--- src/rtl/vpg_pkg.sv ---
// Shared types and helpers for the video pattern generator: pattern mode
// encoding, the colour-bar lookup table and the timing-total helper.
package vpg_pkg;

  typedef enum logic [2:0] {
    MODE_GRID    = 3'd0,
    MODE_BARS    = 3'd1,
    MODE_SOLID   = 3'd2,
    MODE_RAMP    = 3'd3,
    MODE_CHECKER = 3'd4
  } mode_e;

  // Bar colours as {R,G,B} on/off flags; entry 0 sits in the LSBs.
  // Order: white, yellow, cyan, green, magenta, red, blue, black.
  localparam logic [23:0] BAR_TABLE = {3'b000, 3'b001, 3'b100, 3'b101,
                                       3'b010, 3'b011, 3'b110, 3'b111};

  function automatic logic [2:0] bar_color(input logic [2:0] idx);
    return BAR_TABLE[5'(idx) * 5'd3 +: 3];
  endfunction

  function automatic int calc_total(input int active, input int fp,
                                    input int sync, input int bp);
    return active + fp + sync + bp;
  endfunction

endpackage

--- src/rtl/video_pattern_gen_if.sv ---
// Video output bus of the pattern generator: position, timing flags and RGB.
// The generator drives it through the master modport, sinks use slave.
interface video_pattern_gen_if #(
  parameter int CNT_W   = 12,
  parameter int COLOR_W = 8
);
  logic [CNT_W-1:0]   x;
  logic [CNT_W-1:0]   y;
  logic               de;
  logic               hsync;
  logic               vsync;
  logic               frame_start;
  logic [COLOR_W-1:0] red;
  logic [COLOR_W-1:0] green;
  logic [COLOR_W-1:0] blue;

  modport master (output x, y, de, hsync, vsync, frame_start, red, green, blue);
  modport slave  (input  x, y, de, hsync, vsync, frame_start, red, green, blue);
endinterface

--- src/rtl/vpg_timing.sv ---
// Raster timing: h/v counters plus registered position, DE, syncs and the
// frame-start pulse. Counter state is also exported so the parent can build
// the pixel colour for the same cycle and register it with equal latency.
module vpg_timing
  import vpg_pkg::*;
#(
  parameter int H_ACTIVE = 640,
  parameter int H_FP     = 16,
  parameter int H_SYNC   = 96,
  parameter int H_BP     = 48,
  parameter int V_ACTIVE = 480,
  parameter int V_FP     = 10,
  parameter int V_SYNC   = 2,
  parameter int V_BP     = 33,
  parameter int HS_POL   = 1,
  parameter int VS_POL   = 1,
  parameter int CNT_W    = 12
) (
  input  logic             pixclk,
  input  logic             rst,
  input  logic             i_en,
  output logic [CNT_W-1:0] o_h,
  output logic [CNT_W-1:0] o_v,
  output logic             o_active,
  output logic             o_origin,
  output logic [CNT_W-1:0] o_x,
  output logic [CNT_W-1:0] o_y,
  output logic             o_de,
  output logic             o_hsync,
  output logic             o_vsync,
  output logic             o_frame_start
);

  localparam int H_TOTAL = calc_total(H_ACTIVE, H_FP, H_SYNC, H_BP);
  localparam int V_TOTAL = calc_total(V_ACTIVE, V_FP, V_SYNC, V_BP);

  localparam logic [CNT_W-1:0] ONE    = CNT_W'(1);
  localparam logic [CNT_W-1:0] H_LAST = CNT_W'(H_TOTAL - 1);
  localparam logic [CNT_W-1:0] V_LAST = CNT_W'(V_TOTAL - 1);
  localparam logic [CNT_W-1:0] H_ACT  = CNT_W'(H_ACTIVE);
  localparam logic [CNT_W-1:0] V_ACT  = CNT_W'(V_ACTIVE);
  localparam logic [CNT_W-1:0] HS_BEG = CNT_W'(H_ACTIVE + H_FP);
  localparam logic [CNT_W-1:0] HS_END = CNT_W'(H_ACTIVE + H_FP + H_SYNC);
  localparam logic [CNT_W-1:0] VS_BEG = CNT_W'(V_ACTIVE + V_FP);
  localparam logic [CNT_W-1:0] VS_END = CNT_W'(V_ACTIVE + V_FP + V_SYNC);
  localparam logic             HS_ON  = (HS_POL != 0);
  localparam logic             VS_ON  = (VS_POL != 0);

  logic [CNT_W-1:0] r_h;
  logic [CNT_W-1:0] r_v;
  logic             w_hs;
  logic             w_vs;

  assign o_h      = r_h;
  assign o_v      = r_v;
  assign o_active = (r_h < H_ACT) && (r_v < V_ACT);
  assign o_origin = (r_h == '0) && (r_v == '0);
  assign w_hs     = (r_h >= HS_BEG) && (r_h < HS_END);
  // vsync depends on v only, and v only moves on the h wrap, so it flips at h=0
  assign w_vs     = (r_v >= VS_BEG) && (r_v < VS_END);

  // Raster counters: h wraps at end of line and carries into v
  always_ff @(posedge pixclk or posedge rst) begin
    if (rst) begin
      r_h <= '0;
      r_v <= '0;
    end else if (i_en) begin
      if (r_h == H_LAST) begin
        r_h <= '0;
        r_v <= (r_v == V_LAST) ? '0 : r_v + ONE;
      end else begin
        r_h <= r_h + ONE;
      end
    end
  end

  // Timing outputs, one cycle behind the counters; paused cycles blank DE and
  // frame_start while position and syncs keep their last value
  always_ff @(posedge pixclk or posedge rst) begin
    if (rst) begin
      o_x           <= '0;
      o_y           <= '0;
      o_de          <= 1'b0;
      o_hsync       <= ~HS_ON;
      o_vsync       <= ~VS_ON;
      o_frame_start <= 1'b0;
    end else if (i_en) begin
      o_x           <= r_h;
      o_y           <= r_v;
      o_de          <= o_active;
      o_hsync       <= w_hs ? HS_ON : ~HS_ON;
      o_vsync       <= w_vs ? VS_ON : ~VS_ON;
      o_frame_start <= o_origin;
    end else begin
      o_de          <= 1'b0;
      o_frame_start <= 1'b0;
    end
  end

endmodule

--- src/rtl/video_pattern_gen.sv ---
// Video timing and test-pattern source. Optional build macro VPG_SCROLL_EN
// adds a 16-bit frame counter (output frame_cnt) that scrolls the bars, ramp
// and checker patterns one pixel per frame.
// The grid pattern needs CNT_W >= 8; COLOR_W must not exceed CNT_W.
module video_pattern_gen
  import vpg_pkg::*;
#(
  parameter int H_ACTIVE = 640,
  parameter int H_FP     = 16,
  parameter int H_SYNC   = 96,
  parameter int H_BP     = 48,
  parameter int V_ACTIVE = 480,
  parameter int V_FP     = 10,
  parameter int V_SYNC   = 2,
  parameter int V_BP     = 33,
  parameter int HS_POL   = 1,
  parameter int VS_POL   = 1,
  parameter int COLOR_W  = 8,
  parameter int CNT_W    = 12,
  parameter int CHK_LOG2 = 5
) (
  input  logic                 pixclk,
  input  logic                 rst,
  input  logic                 en,
  input  logic [2:0]           mode,
  input  logic [3*COLOR_W-1:0] solid_rgb,
  video_pattern_gen_if.master  vid,
  output logic [2:0]           mode_active
`ifdef VPG_SCROLL_EN
  ,
  output logic [15:0]          frame_cnt
`endif
);

  localparam int               H_TOTAL = calc_total(H_ACTIVE, H_FP, H_SYNC, H_BP);
  localparam int               BW      = H_ACTIVE / 8;
  localparam logic [CNT_W-1:0] H_LAST  = CNT_W'(H_TOTAL - 1);
  localparam logic [CNT_W-1:0] BW_LAST = CNT_W'(BW - 1);
  localparam logic [CNT_W-1:0] ONE     = CNT_W'(1);

  logic [CNT_W-1:0]   w_h;
  logic [CNT_W-1:0]   w_v;
  logic               w_active;
  logic               w_origin;
  logic               w_start;
  logic [2:0]         w_mode_eff;
  logic [CNT_W-1:0]   w_xs;
  logic [2:0]         w_bar_idx;
  logic [2:0]         w_bar_rgb;
  logic [7:0]         w_x8;
  logic [7:0]         w_y8;
  logic               w_white;
  logic               w_area;
  logic               w_rmask;
  logic [7:0]         w_gr8;
  logic [7:0]         w_gg8;
  logic [7:0]         w_gb8;
  logic [COLOR_W-1:0] w_gr;
  logic [COLOR_W-1:0] w_gg;
  logic [COLOR_W-1:0] w_gb;
  logic               w_chk;
  logic [COLOR_W-1:0] w_r;
  logic [COLOR_W-1:0] w_g;
  logic [COLOR_W-1:0] w_b;
  logic [COLOR_W-1:0] r_red;
  logic [COLOR_W-1:0] r_green;
  logic [COLOR_W-1:0] r_blue;

  vpg_timing #(
    .H_ACTIVE(H_ACTIVE), .H_FP(H_FP), .H_SYNC(H_SYNC), .H_BP(H_BP),
    .V_ACTIVE(V_ACTIVE), .V_FP(V_FP), .V_SYNC(V_SYNC), .V_BP(V_BP),
    .HS_POL(HS_POL), .VS_POL(VS_POL), .CNT_W(CNT_W)
  ) u_timing (
    .pixclk        (pixclk),
    .rst           (rst),
    .i_en          (en),
    .o_h           (w_h),
    .o_v           (w_v),
    .o_active      (w_active),
    .o_origin      (w_origin),
    .o_x           (vid.x),
    .o_y           (vid.y),
    .o_de          (vid.de),
    .o_hsync       (vid.hsync),
    .o_vsync       (vid.vsync),
    .o_frame_start (vid.frame_start)
  );

  // The first pixel of a frame already uses the newly requested mode
  assign w_start    = en && w_origin;
  assign w_mode_eff = w_start ? mode : mode_active;

  // Mode latch: only a frame start may change the displayed pattern
  always_ff @(posedge pixclk or posedge rst) begin
    if (rst) begin
      mode_active <= 3'd0;
    end else if (w_start) begin
      mode_active <= mode;
    end else begin
      mode_active <= mode_active;
    end
  end

`ifdef VPG_SCROLL_EN
  logic [15:0] r_frame_next;
  logic [15:0] r_frame_cnt;
  logic [15:0] w_off;

  // r_frame_next counts frame starts; r_frame_cnt is the index of the frame on screen
  always_ff @(posedge pixclk or posedge rst) begin
    if (rst) begin
      r_frame_next <= 16'd0;
      r_frame_cnt  <= 16'd0;
    end else if (w_start) begin
      r_frame_cnt  <= r_frame_next;
      r_frame_next <= r_frame_next + 16'd1;
    end else begin
      r_frame_cnt  <= r_frame_cnt;
    end
  end

  assign frame_cnt = r_frame_cnt;
  assign w_off     = w_start ? r_frame_next : r_frame_cnt;
  assign w_xs      = w_h + CNT_W'(w_off);

  // Scrolled bars do not start at a line boundary, so the index comes from
  // comparing the shifted position against the fixed bar edges
  always_comb begin
    w_bar_idx = 3'd0;
    for (int k = 1; k < 8; k++) begin
      w_bar_idx = (w_xs >= CNT_W'(k * BW)) ? 3'(k) : w_bar_idx;
    end
  end
`else
  logic [2:0]       r_bar_idx;
  logic [CNT_W-1:0] r_bar_cnt;

  assign w_xs      = w_h;
  assign w_bar_idx = r_bar_idx;

  // Bar sub-counter tracks h: restarts each line, steps the index every BW pixels, saturates at 7
  always_ff @(posedge pixclk or posedge rst) begin
    if (rst) begin
      r_bar_idx <= 3'd0;
      r_bar_cnt <= '0;
    end else if (en) begin
      if (w_h == H_LAST) begin
        r_bar_idx <= 3'd0;
        r_bar_cnt <= '0;
      end else if (r_bar_cnt == BW_LAST) begin
        r_bar_idx <= (r_bar_idx == 3'd7) ? 3'd7 : r_bar_idx + 3'd1;
        r_bar_cnt <= '0;
      end else begin
        r_bar_cnt <= r_bar_cnt + ONE;
      end
    end
  end
`endif

  assign w_bar_rgb = bar_color(w_bar_idx);
  assign w_chk     = w_xs[CHK_LOG2] ^ w_v[CHK_LOG2];

  // Legacy 8-bit grid, then MSB-aligned onto COLOR_W
  assign w_x8    = 8'(w_h);
  assign w_y8    = 8'(w_v);
  assign w_white = (w_x8 == w_y8);
  assign w_area  = (w_x8[7:5] == 3'd2) && (w_y8[7:5] == 3'd2);
  assign w_rmask = (w_y8[4:3] == ~w_x8[4:3]);
  assign w_gr8   = ({w_x8[5:0] & {6{w_rmask}}, 2'b00} | {8{w_white}}) & ~{8{w_area}};
  assign w_gg8   = ((w_x8 & {8{w_y8[6]}}) | {8{w_white}}) & ~{8{w_area}};
  assign w_gb8   = w_y8 | {8{w_white}} | {8{w_area}};
  assign w_gr    = COLOR_W'({w_gr8, 4'h0} >> (12 - COLOR_W));
  assign w_gg    = COLOR_W'({w_gg8, 4'h0} >> (12 - COLOR_W));
  assign w_gb    = COLOR_W'({w_gb8, 4'h0} >> (12 - COLOR_W));

  // Pattern mux for the pixel at the current counter position
  always_comb begin
    w_r = '0;
    w_g = '0;
    w_b = '0;
    case (w_mode_eff)
      MODE_GRID: begin
        w_r = w_gr;
        w_g = w_gg;
        w_b = w_gb;
      end
      MODE_BARS: begin
        w_r = {COLOR_W{w_bar_rgb[2]}};
        w_g = {COLOR_W{w_bar_rgb[1]}};
        w_b = {COLOR_W{w_bar_rgb[0]}};
      end
      MODE_SOLID: begin
        w_r = solid_rgb[3*COLOR_W-1 -: COLOR_W];
        w_g = solid_rgb[2*COLOR_W-1 -: COLOR_W];
        w_b = solid_rgb[COLOR_W-1 -: COLOR_W];
      end
      MODE_RAMP: begin
        w_r = COLOR_W'(w_xs);
        w_g = COLOR_W'(w_xs);
        w_b = COLOR_W'(w_xs);
      end
      MODE_CHECKER: begin
        w_r = {COLOR_W{w_chk}};
        w_g = {COLOR_W{w_chk}};
        w_b = {COLOR_W{w_chk}};
      end
      default: begin
        w_r = '0;
        w_g = '0;
        w_b = '0;
      end
    endcase
  end

  // Colour output register, blanked outside active video and while paused
  always_ff @(posedge pixclk or posedge rst) begin
    if (rst) begin
      r_red   <= '0;
      r_green <= '0;
      r_blue  <= '0;
    end else if (en && w_active) begin
      r_red   <= w_r;
      r_green <= w_g;
      r_blue  <= w_b;
    end else begin
      r_red   <= '0;
      r_green <= '0;
      r_blue  <= '0;
    end
  end

  assign vid.red   = r_red;
  assign vid.green = r_green;
  assign vid.blue  = r_blue;

endmodule

--- src/flat_wrapper.sv ---
// flat-port wrapper written by rule: the top's interface ports become plain ports
module video_pattern_gen_flat import vpg_pkg::*;
#(
  parameter int H_ACTIVE = 640,
  parameter int H_FP     = 16,
  parameter int H_SYNC   = 96,
  parameter int H_BP     = 48,
  parameter int V_ACTIVE = 480,
  parameter int V_FP     = 10,
  parameter int V_SYNC   = 2,
  parameter int V_BP     = 33,
  parameter int HS_POL   = 1,
  parameter int VS_POL   = 1,
  parameter int COLOR_W  = 8,
  parameter int CNT_W    = 12,
  parameter int CHK_LOG2 = 5
)
  (pixclk, rst, en, mode, solid_rgb, mode_active, vid_x, vid_y, vid_de, vid_hsync, vid_vsync, vid_frame_start, vid_red, vid_green, vid_blue);
  video_pattern_gen_if #(.CNT_W(CNT_W), .COLOR_W(COLOR_W)) vid_i ();
  input  logic pixclk;
  input  logic rst;
  input  logic en;
  input  logic [2:0] mode;
  input  logic [3*COLOR_W-1:0] solid_rgb;
  output logic [2:0] mode_active;
  output wire logic [$bits(vid_i.x)-1:0] vid_x;
  output wire logic [$bits(vid_i.y)-1:0] vid_y;
  output wire logic [$bits(vid_i.de)-1:0] vid_de;
  output wire logic [$bits(vid_i.hsync)-1:0] vid_hsync;
  output wire logic [$bits(vid_i.vsync)-1:0] vid_vsync;
  output wire logic [$bits(vid_i.frame_start)-1:0] vid_frame_start;
  output wire logic [$bits(vid_i.red)-1:0] vid_red;
  output wire logic [$bits(vid_i.green)-1:0] vid_green;
  output wire logic [$bits(vid_i.blue)-1:0] vid_blue;
  assign vid_x = vid_i.x;
  assign vid_y = vid_i.y;
  assign vid_de = vid_i.de;
  assign vid_hsync = vid_i.hsync;
  assign vid_vsync = vid_i.vsync;
  assign vid_frame_start = vid_i.frame_start;
  assign vid_red = vid_i.red;
  assign vid_green = vid_i.green;
  assign vid_blue = vid_i.blue;
  video_pattern_gen #(.H_ACTIVE(H_ACTIVE), .H_FP(H_FP), .H_SYNC(H_SYNC), .H_BP(H_BP), .V_ACTIVE(V_ACTIVE), .V_FP(V_FP), .V_SYNC(V_SYNC), .V_BP(V_BP), .HS_POL(HS_POL), .VS_POL(VS_POL), .COLOR_W(COLOR_W), .CNT_W(CNT_W), .CHK_LOG2(CHK_LOG2)) u_core (.pixclk(pixclk), .rst(rst), .en(en), .mode(mode), .solid_rgb(solid_rgb), .vid(vid_i), .mode_active(mode_active));
endmodule
--- config.mk ---
export PLATFORM = sky130hd
export DESIGN_NAME = video_pattern_gen_flat
export DESIGN_NICKNAME = d
export VERILOG_FILES = /design/src/rtl/vpg_pkg.sv /design/src/rtl/video_pattern_gen_if.sv /design/src/rtl/vpg_timing.sv /design/src/rtl/video_pattern_gen.sv /design/src/flat_wrapper.sv
export SDC_FILE = /design/constraint.sdc
export NUM_CORES = 1
export LEC_CHECK = 0
export ABC_AREA = 0
export ABC_CLOCK_PERIOD_IN_PS = 3400
export CORE_MARGIN = 5
export CORE_UTILIZATION = 55
export CTS_BUF_LIST = sky130_fd_sc_hd__clkbuf_2
export DETAILED_ROUTE_END_ITERATION = 16
export PLACE_DENSITY = 0.89
export SETUP_SLACK_MARGIN = 0.15
export SLEW_MARGIN = 20
export SYNTH_ARGS = -nofsm -noshare
export SYNTH_HDL_FRONTEND = slang
export SYNTH_SLANG_ARGS = --single-unit
--- constraint.sdc ---
create_clock -name pixclk -period 3.4 [get_ports pixclk]
set_input_delay 0.34 -clock pixclk [delete_from_list [all_inputs] [get_ports pixclk]]
set_output_delay 0.34 -clock pixclk [all_outputs]
set_load 0.005 [all_outputs]
==> results_dict.tcl, run 1 <==
set metrics [dict create \
    period_share 0.872 \
    synth_edf_count 0 \
    met3_usage 0.0449 \
    cp-end-kind "flop" \
    overflow 0 \
    synth_compound_area_frac 0.120 \
    rsz0062_at_grt "false" \
    cts_sinks 94 \
    cp-start-kind "flop" \
    fin_skew_ps 46.2 \
    tightest_slew_ps 940 \
    final_common_cell "dfrtp_1" \
    critPathRequiredTime_ps 3810 \
    setup_tns_ps 0 \
    cap_violations 0 \
    die_h_um 103 \
    slew_headroom 0.372 \
    drt_iter0_markers 456 \
    htree_levels 3 \
    cts-buffers-inserted 9 \
    dieWidth_um 103 \
    grtUsageMet2 0.394 \
    core_mm2 0.00859 \
    synth_top_family_by_area "simple AND/OR/NAND/NOR gates" \
    ctsResizeCount 0 \
    ys_seq_area_frac 0.490 \
    p_leak_nw 2.51 \
    layout_common_cells "dfrtp_1 (94), clkdlybuf4s50_1 (83), nand2_1 (62)" \
    worstHoldPathType "in -> async" \
    io_buffers 84 \
    cts_tree "done" \
    syn_avg_cell_area_um2 10.0 \
    drc 0 \
    start_util 0.559 \
    synth_area_mm2 0.00480 \
    netlist_top_cells_area "dfrtp_1 (49%), mux2_2 (6.3%), nand2_1 (4.8%), xor2_1 (3.1%), nor2_1 (3.0%)" \
    clock_latency_ps 580 \
    final_antenna_net_count 0 \
    critPathMaxFanout 8 \
    drive_gt1_frac 0.127 \
    syn_inst 480 \
    synth-seq-cells 94 \
    hold_viol 0 \
    fin_ws_ps 435 \
    clock_path_buffers 2 \
    grt_pass1_wl_um 20000 \
    post-cts-setup-buffers 0 \
    nets 600 \
    setup_violations 0 \
    place_ws_ps 492 \
    fin_crit_ps 2960 \
    synth_warnings 0 \
    insertedDiodeCount 0 \
    status "complete, no violations" \
    total_power_mw 2.48 \
    dp.cells 658 \
    max_clock_freq_mhz 337 \
    first_pass_iters 5 \
    hold_slack_ps 69.3 \
    grt_pass1_vias 4024 \
    hold_buffers 0 \
    dpl.hpwl_um 9000 \
    pin_count 85 \
    synth.distinct_cells 51 \
    synthesis.nets 519 \
    viasPerCell 5.98 \
    yosys.area.top_type "dfrtp_1" \
    drv_slew 0 \
    cp.arrival_ps 3380 \
    busiest_layer "met2" \
    gp_congestion 0.913 \
    syn_to_final_growth_pct 23.0 \
    clkTransAtPathRegs_ps 310 \
    synth_top_area_frac 0.490 \
    root_buffer "clkbuf_2" \
    antenna_found_initial 0 \
    powerDensity_mw_per_mm2 420 \
    finalNonFillerCells 674 \
    yosys-mux-area-fraction 0.0787 \
    synth_xor_area_frac 0.0584 \
    grt_start_max_net_pins 60 \
    ir_drop_mv 0.283 \
    synthSimpleGateAreaFrac 0.186 \
    wire_per_inst_um 18.2 \
    critical_path_class "reg -> reg" \
    grt_util_all_layers 0.238 \
    grt_use_met1 0.319 \
    synth-adder-area-share 0.0235 \
    dieArea_mm2 0.0107 \
    drt_wl_total_um 12300 \
    rows 34 \
    ys.flop_type "dfrtp_1" \
    ys_async_sr_fraction 1.00 \
    vias 4031 \
]
==> cells by family (layout without fill, tap and decap cells) <==
logic type | count (synthesis) | after routing
compound gates | 89 | 89
xor+xnor | 32 | 32
fa+ha+maj | 9 | 9
buf+inv | 46 | 132
flops | 94 | 94
mux | 34 | 34
simple gates | 176 | 176
==> routing by layer <==
| metal | up-vias | part of all wire |
|---|---|---|
| li1 | 1842 | - |
| met1 | 1970 | 0.41 |
| met2 | 192 | 0.50 |
| met3 | 27 | 0.080 |
| met4 | 0 | 0.016 |
| met5 | - | 0 |
==> final cells by class <==
class	instances	area [µm²]
Multi-Input combinational cell	340	2250
Sequential cell	94	2350
Clock buffer	9	45.0
Clock inverter	7	104
Timing Repair Buffer	98	953
Inverter	18	68.8
Fill cell	651	2690
Tap cell	108	135
==> Yosys cell counts, drive strengths merged (12+ instances only) <==
library cell and count:
dfrtp 94, nand2 62, nor2 39, mux2 27
o21ai 24, a21oi 19, inv 18, clkbuf 17
xor2 17, nand4 16, xnor2 15, nand3 14
a41oi 12
==> worst max-delay path, stage by stage (launching register included) <==
cell and delay (ps):
dfrtp_1 540, inv_1 170, ha_1 170, or4b_4 490
nor4_4 330, mux2_2 430, a21oi_1 490, a41oi_1 210
==> final timing paths <==
check / from / to / slack (ps) / cells after the start
max in group asynchronous: rst / u_core.u_timing.o_h[9] / 2580 / 3
hold / removal: rst / u_core.vid.red[1] / 70 / 2
min in group pixclk: en / u_core.u_timing.o_frame_start / 190 / 3
hold reg to reg: u_core.u_timing.o_v[11] / u_core.u_timing.o_v[11] / 510 / 1
setup / recovery: u_core.u_timing.o_h[0] / u_core.vid.green[2] / 440 / 7
setup reg to reg: u_core.u_timing.o_h[0] / u_core.vid.green[2] / 440 / 7
==> metrics by stage <==
stage,cell area (µm²),util
final,5900,0.687
after global routing,5900,0.687
after CTS,5900,0.687
after detailed placement,5760,0.670
after global placement,5760,0.670
after floorplan,4800,-
==> registers in the layout (all words and copies together), names as in the netlist <==
register	flops
u_core.mode_active	3
u_core.r_bar_cnt	12
u_core.u_timing.o_h	12
u_core.vid.green	8
u_core.u_timing.o_de	1
u_core.u_timing.o_x	12
u_core.u_timing.o_y	12
u_core.u_timing.o_frame_start	1
u_core.r_bar_idx	3
u_core.u_timing.o_v	12
u_core.u_timing.o_vsync	1
u_core.vid.red	8
u_core.vid.blue	8
u_core.u_timing.o_hsync	1
==> power breakdown <==
part | switching (mW) | total (mW) | internal (mW)
Sequential | 0.113 | 1.33 | 1.21
Combinational | 0.236 | 0.483 | 0.247
Clock | 0.415 | 0.671 | 0.257
Note: power is estimated with default switching activity, not from simulation.
==> run 2: changes to the inputs <==
- ABC_AREA: 0 -> 1
- CORE_ASPECT_RATIO: not set -> 1.1
- CORE_UTILIZATION: 55 -> 56
==> results_dict.tcl, run 2 <==
set metrics [dict create \
    cts_tree "done" \
    tightest_slew_ps 645 \
    nets 781 \
    place_area_mm2 0.00613 \
    syn_avg_cell_area_um2 7.91 \
    drc 0 \
    netlist_top_cells_area "dfrtp_1 (45%), nand2_1 (11%), nor2_1 (6.8%), nand3_1 (4.9%), inv_1 (3.7%)" \
    multi_input_area_mm2 0.00247 \
    drt-met1-wl_um 6100 \
    cp-start-kind "flop" \
    setup_violations 0 \
    synth_warnings 0 \
    max_clock_freq_mhz 350 \
    cp.arrival_ps 3370 \
    slew_headroom 0.568 \
    clock_path_buffers 2 \
    status "complete, no violations" \
    drt_wl_total_um 14600 \
    wire_per_inst_um 16.9 \
    antenna_found_initial 0 \
    vias 4863 \
    overflow 0 \
    synth.distinct_cells 44 \
    wl_met3_um 891 \
    hold_viol 0 \
    cts_sinks 94 \
    dr.max_layer_used "met4" \
    critPathRequiredTime_ps 3920 \
    layout_common_cells "nand2_1 (154), nor2_1 (94), dfrtp_1 (94)" \
    worstHoldPathType "in -> async" \
    grt_start_max_net_pins 43 \
    start_util 0.566 \
    ys_async_sr_fraction 1.00 \
    gp_congestion 0.919 \
    grt_pass1_vias 4847 \
    insertedDiodeCount 0 \
    drive_gt1_frac 0.0924 \
    clock_latency_ps 580 \
    ctsResizeCount 0 \
    io_buffers 84 \
    drt_iter0_markers 407 \
    setup_tns_ps 0 \
    cts-buffers-inserted 9 \
    final_common_cell "nand2_1" \
    die_h_um 111 \
    p_leak_nw 2.98 \
    rows 37 \
    period_share 0.840 \
    critical_path_class "reg -> reg" \
    drv_slew 0 \
    final_antenna_net_count 0 \
    htree_levels 3 \
    dieArea_mm2 0.0113 \
    hold_buffers 0 \
    fin_skew_ps 21.9 \
    pin_count 85 \
    dpl.hpwl_um 11200 \
    powerDensity_mw_per_mm2 480 \
    synth-seq-cells 94 \
    synth_commonest_cells "nand2_1 (154), dfrtp_1 (94), nor2_1 (94)" \
    syn_inst 659 \
    cap_violations 0 \
    synth_edf_count 0 \
    yosys.area.top_type "dfrtp_1" \
    root_buffer "clkbuf_2" \
    viasPerCell 5.63 \
    post-cts-setup-buffers 0 \
    ir_drop_mv 0.335 \
    ys.flop_type "dfrtp_1" \
    design_area_mm2 0.00634 \
    clkTransAtPathRegs_ps 250 \
    synth_area_mm2 0.00521 \
    fillers 779 \
    fin_crit_ps 2860 \
    dieWidth_um 102 \
    first_pass_iters 5 \
    ys_seq_area_frac 0.451 \
    critPathMaxFanout 21 \
    grt_util_all_layers 0.269 \
    core_mm2 0.00921 \
    dr_wl_met2_um 7220 \
    synth_most_common_cell "nand2_1" \
    synthesis.nets 698 \
    grt_pass1_wl_um 24200 \
    syn_to_final_growth_pct 21.7 \
    regArea_mm2 0.00235 \
    synth_top_area_frac 0.451 \
    rsz0062_at_grt "false" \
    cp-end-kind "flop" \
]
==> run 2: cell count changes in the layout (fill, tap and decap cells not counted), moves of 11 or more <==
cell	previous run	this run
a41oi_1	12	0
a21o_1	11	0
nand2_1	62	154
mux2_2	27	0
nor2_1	38	94
nand3_1	14	51
inv_1	17	50
==> run 2: worst max-delay path, stage by stage, from the launching register on <==
cell and delay [ps]:
dfrtp_1 500, inv_1 230, ha_1 220, inv_1 70, nor2_1 100, nand2_1 70, nor2_2 170, nand2_2 90
nand2_1 70, nand2_2 300, nor2_8 390, nand2_4 190, nand2_1 160, nor2_1 60, a21oi_1 170
==> run 2: metal layers <==
metal / GRT usage / vias to the layer above
met4: 0.0997 / 0
met3: 0.0422 / 33
li1: - / 2323
met5: 0 / -
met1: 0.357 / 2321
met2: 0.442 / 186
==> run 2: cell families (layout without fill, tap and decap cells) <==
| logic type | Yosys count | after routing | share of synthesized area |
|---|---|---|---|
| DFF | 94 | 94 | 0.451 |
| muxes | 1 | 1 | 0.00192 |
| and+or+nand+nor | 376 | 376 | 0.336 |
| adders and majority gates | 9 | 9 | 0.0216 |
| buffers and inverters | 85 | 173 | 0.0756 |
| AOI/OAI and AO/OA | 77 | 77 | 0.0852 |
| xor gates and xnor gates | 17 | 17 | 0.0286 |
==> run 2: path summary, 6_finish.rpt <==
path,start,to,slack (ps),depth (start not counted)
max,u_core.u_timing.o_h[1],u_core.vid.red[6],540,14
min,rst,u_core.u_timing.o_x[2],80,2
max reg2reg,u_core.u_timing.o_h[1],u_core.vid.red[6],540,14
min reg2reg,u_core.u_timing.o_x[9],u_core.u_timing.o_x[9],510,2
max in group asynchronous,rst,u_core.r_bar_cnt[8],2520,3
min in group pixclk,solid_rgb[4],u_core.vid.blue[4],420,5
==> run 2: stage by stage <==
step / setup WS, ps / cells / hold slack (ps) / total power [mW] / util
global placement: 573 / 848 / 459 / 2.18 / 0.666
global route: 290 / 864 / 82.6 / 3.21 / 0.688
CTS: 586 / 864 / 72.7 / 3.05 / 0.688
detailed placement: 525 / 848 / 473 / 2.20 / 0.666
finish: 545 / 864 / 77.1 / 3.05 / 0.688
floorplan: 611 / 659 / 465 / 1.92 / -
==> run 2: where the power goes <==
part | switching, mW | internal (mW)
Sequential | 0.169 | 1.24
Combinational | 0.463 | 0.321
Clock | 0.384 | 0.466
Total | 1.02 | 2.03
==> run 2: layout make-up <==
| cell class | count | share of cell area |
|---|---|---|
| inverter | 60 | 0.0365 |
| multi-input combinational | 480 | 0.389 |
| clock inverter | 6 | 0.0249 |
| timing repair buffer | 97 | 0.148 |
| clock buffer | 10 | 0.00789 |
| sequential | 94 | 0.371 |
| tap | 117 | 0.0231 |
